--- src/rtl/id_ex_stage.sv ---
// ID/EX pipeline register with flush/hold control and load-use hazard bubbling.
// Hazard detection and bubble counter exist only when ID_EX_HAZARD_DETECT_EN is defined.
module id_ex_stage #(
  parameter int unsigned DW = 32
) (
  input  logic          i_clk,
  input  logic          i_reset,
  input  logic [DW-1:0] i_pc,
  input  logic [DW-1:0] i_rs1_data,
  input  logic [DW-1:0] i_rs2_data,
  input  logic [DW-1:0] i_imm,
  input  logic [31:0]   i_instr,
  input  logic [14:0]   i_ctrl_word,
  input  logic          i_flush,
  input  logic          i_hold,
  output logic [DW-1:0] o_pc,
  output logic [DW-1:0] o_rs1_data,
  output logic [DW-1:0] o_rs2_data,
  output logic [DW-1:0] o_imm,
  output logic [4:0]    o_rd,
  output logic [4:0]    o_rs1,
  output logic [4:0]    o_rs2,
  output logic [14:0]   o_ctrl_word,
  output logic          o_valid,
  output logic          o_stall_id,
  output logic [15:0]   o_bubble_cnt
);

  localparam int unsigned INSN_VLD_BIT = 14;
  localparam int unsigned MEM_RDEN_BIT = 2;

  logic [4:0] id_rs1;
  logic [4:0] id_rs2;
  logic [4:0] id_rd;
  logic       hazard;
  logic       bubble;

  assign id_rs1 = i_instr[19:15];
  assign id_rs2 = i_instr[24:20];
  assign id_rd  = i_instr[11:7];

`ifdef ID_EX_HAZARD_DETECT_EN
  logic [6:0]  opcode;
  logic        rs1_used;
  logic        rs2_used;
  logic [15:0] bubble_cnt;
  logic        unused_instr;

  assign opcode       = i_instr[6:0];
  assign unused_instr = ^{i_instr[31:25], i_instr[14:12]};

  // Only a load already in EX can create a hazard; x0 is never a real dependency.
  always_comb begin
    rs1_used = 1'b1;
    rs2_used = 1'b0;
    case (opcode)
      7'b0110111, 7'b0010111, 7'b1101111: rs1_used = 1'b0;
      default: ;
    endcase
    case (opcode)
      7'b0110011, 7'b0100011, 7'b1100011: rs2_used = 1'b1;
      default: ;
    endcase
    hazard = o_valid & o_ctrl_word[MEM_RDEN_BIT] & (o_rd != 5'd0) &
             (((o_rd == id_rs1) & rs1_used) | ((o_rd == id_rs2) & rs2_used));
  end

  always_ff @(posedge i_clk or negedge i_reset) begin
    if (!i_reset) begin
      bubble_cnt <= '0;
    end else if (o_stall_id && (bubble_cnt != '1)) begin
      bubble_cnt <= bubble_cnt + 16'd1;
    end
  end

  assign o_bubble_cnt = bubble_cnt;
`else
  logic unused_instr;

  assign unused_instr = ^{i_instr[31:25], i_instr[14:12], i_instr[6:0]};
  assign hazard       = 1'b0;
  assign o_bubble_cnt = '0;
`endif

  // A flush outranks hold; a hazard bubble only happens when neither is active.
  assign o_stall_id = hazard & ~i_flush & ~i_hold;
  assign bubble     = i_flush | o_stall_id;

  always_ff @(posedge i_clk or negedge i_reset) begin
    if (!i_reset) begin
      o_pc        <= '0;
      o_rs1_data  <= '0;
      o_rs2_data  <= '0;
      o_imm       <= '0;
      o_rd        <= '0;
      o_rs1       <= '0;
      o_rs2       <= '0;
      o_ctrl_word <= '0;
      o_valid     <= 1'b0;
    end else if (bubble) begin
      o_pc        <= '0;
      o_rs1_data  <= '0;
      o_rs2_data  <= '0;
      o_imm       <= '0;
      o_rd        <= '0;
      o_rs1       <= '0;
      o_rs2       <= '0;
      o_ctrl_word <= '0;
      o_valid     <= 1'b0;
    end else if (!i_hold) begin
      o_pc        <= i_pc;
      o_rs1_data  <= i_rs1_data;
      o_rs2_data  <= i_rs2_data;
      o_imm       <= i_imm;
      o_rd        <= id_rd;
      o_rs1       <= id_rs1;
      o_rs2       <= id_rs2;
      o_ctrl_word <= i_ctrl_word;
      o_valid     <= i_ctrl_word[INSN_VLD_BIT];
    end
  end

endmodule

--- config.mk ---
export PLATFORM = sky130hd
export DESIGN_NAME = id_ex_stage
export DESIGN_NICKNAME = d
export VERILOG_FILES = /design/src/rtl/id_ex_stage.sv
export SDC_FILE = /design/constraint.sdc
export NUM_CORES = 1
export LEC_CHECK = 0
export BUFFER_PORTS_ARGS = -buffer_cell sky130_fd_sc_hd__buf_4
export CAP_MARGIN = 30
export CORE_AREA = 2 2 140 142
export CTS_CLUSTER_DIAMETER = 120
export DETAILED_ROUTE_END_ITERATION = 7
export DIE_AREA = 0 0 142 144
export PLACE_DENSITY = 0.69
export SLEW_MARGIN = 15
export SYNTH_ARGS = -nofsm -noshare
export SYNTH_HDL_FRONTEND = slang
export SYNTH_SLANG_ARGS = --single-unit
--- constraint.sdc ---
create_clock -name i_clk -period 1.05 [get_ports i_clk]
set_clock_uncertainty 0.2 [all_clocks]
set_input_delay 0.0525 -clock i_clk [delete_from_list [all_inputs] [get_ports i_clk]]
set_output_delay 0.0525 -clock i_clk [all_outputs]
set_load 0.02 [all_outputs]
==> impl_metrics.json <==
{
  "status": "finished with violations",
  "violations": "negative hold slack, negative setup slack",
  "synth_area_per_cell_um2": 12.5,
  "worstSetupStartpointType": "flip-flop",
  "crit_required_ps": 800,
  "fin_util_pct": 66.4,
  "crit_chain": "buf_6",
  "crit_fanout": 3,
  "rows": 51,
  "ff2ff_setup_slack_ps": -140,
  "p_leak_nw": 6.63,
  "synth_cell_type_count": 11,
  "p_clk_share_pct": 36.9,
  "path_class": "flip-flop to output pin",
  "crit_path_end_kind": "output pin",
  "critPathMaxStageDelay_ps": 420,
  "cts_hold_buf": 159,
  "ys_seq_elements": 158,
  "overflow": 0,
  "p_sw_mw": 4.41,
  "antenna_found_initial": 0,
  "syn-cell-area_mm2": 0.00659,
  "hold_slack_ps": -162,
  "clock-root-buffer": "clkbuf_16",
  "drv_cap": 0,
  "cts-buffers-inserted": 17,
  "worstHoldPathType": "input pin to flip-flop",
  "place_area_mm2": 0.00930,
  "mostFrequentLayoutCells": "223 x buf_4, 180 x buf_6, 159 x dlygate4sd3_1, 158 x nor2_1, 158 x dfrtp_1",
  "grt_usage_pct": 20.9,
  "htreeDepth": 4,
  "power_mw": 16.5,
  "antennaDiodeCount": 0,
  "fmax_ghz": 0.806,
  "viasPerCell": 4.52,
  "worst_slack_ps": -190,
  "clock_sinks": 158,
  "start_util_pct": 34.6,
  "grt_pass1_wl_mm": 33.3,
  "crit_slowest_cell": "dfrtp_1",
  "p_int_mw": 12.0,
  "synth_top_area_share_pct": 60.0,
  "syn2layout_area_growth_pct": 92.0,
  "slew_violations": 0,
  "syn-instance-count": 529,
  "fin_setup_tns_ps": -24290,
  "final_common_cell": "buf_4",
  "seq_power_share_pct": 40.8,
  "clk_latency_ps": 410,
  "p_per_area_mw_per_mm2": 1300,
  "routabilityCongestion": 0.738,
  "clk_path_buf_depth": 2,
  "avgRoutedWirePerCell_um": 16.6,
  "via_count": 6044,
  "swShare_pct": 26.8,
  "final_cells": 1338,
  "die-height_um": 144,
  "die_width_um": 142,
  "setup_viol": 173,
  "hold_viol": 33,
  "fin_crit_sh_pct": 118,
  "synth.area.top_cells": "dfrtp_1 60%, mux2i_1 24%, nor2_1 9.0%",
  "hpwl_mm": 12.8,
  "grt_start_max_net_pins": 32,
  "dr.pass1.iters": 4,
  "design_area_mm2": 0.0127,
  "ios": 355,
  "port-buffer-count": 320,
  "period_minus_slack_ps": 1240,
  "nets": 1266,
  "clk_pin_slew_ps": 60,
  "dieArea_mm2": 0.0204,
  "cp_data_arrival_time_ps": 990,
  "antenna_left": 0,
  "combPwrFrac_pct": 22.4,
  "ys_warn_count": 0,
  "placed_cells": 1078,
  "grt_pass1_vias": 6396,
  "synth_area_leader_cell": "dfrtp_1",
  "drive_gt1_share_pct": 40.9,
  "peakVddDrop_mv": 1.02,
  "drcViolationCount": 0,
  "rsz0062_at_grt": "true",
  "routed_wl_mm": 22.2,
  "tritoncts": "yes",
  "critPathTopFamily": "flip-flops",
  "cp_num_buf_inv": 1,
  "drt_iter0_drc": 168,
  "core_area_mm2": 0.0191,
  "ys_seq_area_share_pct": 60.0
}
[logic make-up (layout without fill, tap and decap cells)]
kind of cell | Yosys count | in the layout | share of synthesized area [%]
other | 1 | 17 | 0.0569
muxes | 158 | 158 | 24.0
and+or+nand+nor | 158 | 158 | 9.00
DFF | 158 | 158 | 60.0
buffers and inverters | 54 | 609 | 6.98
[through the flow]
stage                     hold slack [ps]  setup slack [ps]
after floorplan                      -443              13.6
after global placement               -249             -43.9
after detailed placement             -249             -74.6
after CTS                            -164              -201
after global routing                 -160              -224
final                                -162              -190
[final cells by class]
cell class / count / area, µm²
timing repair buffer: 577 / 5590
sequential: 158 / 3950
clock buffer: 20 / 437
tap: 238 / 298
multi-input combinational: 333 / 2250
fill: 1326 / 6420
clock inverter: 12 / 135
[state kept, by name (all words and copies together) (netlist names)]
| name | flops |
|---|---|
| o_pc | 32 |
| o_rd | 5 |
| o_rs2 | 5 |
| o_ctrl_word | 14 |
| o_rs1_data | 32 |
| o_rs2_data | 32 |
| o_valid | 1 |
| o_rs1 | 5 |
| o_imm | 32 |
[power groups by stage]
stage	clock [mW]	combinational (mW)	sequential, mW
2_1_floorplan	0	0.912	7.15
3_3_place_gp	0	2.64	6.72
3_5_place_dp	0	2.68	6.73
4_1_cts	6.20	3.48	6.68
5_1_grt	6.54	3.92	6.74
6_report	6.07	3.68	6.71
[routing by layer]
| metal | up-vias | routed length [µm] | GRT usage [%] |
|---|---|---|---|
| met4 | 0 | 669 | 8.79 |
| met3 | 44 | 1400 | 5.79 |
| met1 | 2925 | 8710 | 24.0 |
| met2 | 241 | 11400 | 36.9 |
| met5 | - | 0 | 0 |
| li1 | 2834 | - | - |
[final timing paths]
path | startpoint | endpoint | depth (start not counted)
max | o_valid | o_ctrl_word[14] | 1
min | i_flush | o_rs2_data[22] | 2
min reg2reg | o_pc[14] | o_pc[14] | 2
max reg2reg | o_rs2_data[25] | o_rs2_data[25] | 4
min in group asynchronous | i_reset | o_rs2_data[25] | 2
max in group asynchronous | i_reset | o_rs2_data[29] | 3
[timing repair]
item | 4_1_cts | 5_1_grt
setup buffers | 32 | 51
endpoints found under the hold margin | 316 | 28
endpoints found under the setup margin | 159 | 184
pin swaps | 0 | 21
resized for setup | 159 | 23
[synthesized netlist by cell type (all sizes together)]
master / number
buf: 50
clkbuf: 4
conb: 1
dfrtp: 158
mux2i: 158
nor2: 158
Power figures use the tool's default switching activity.
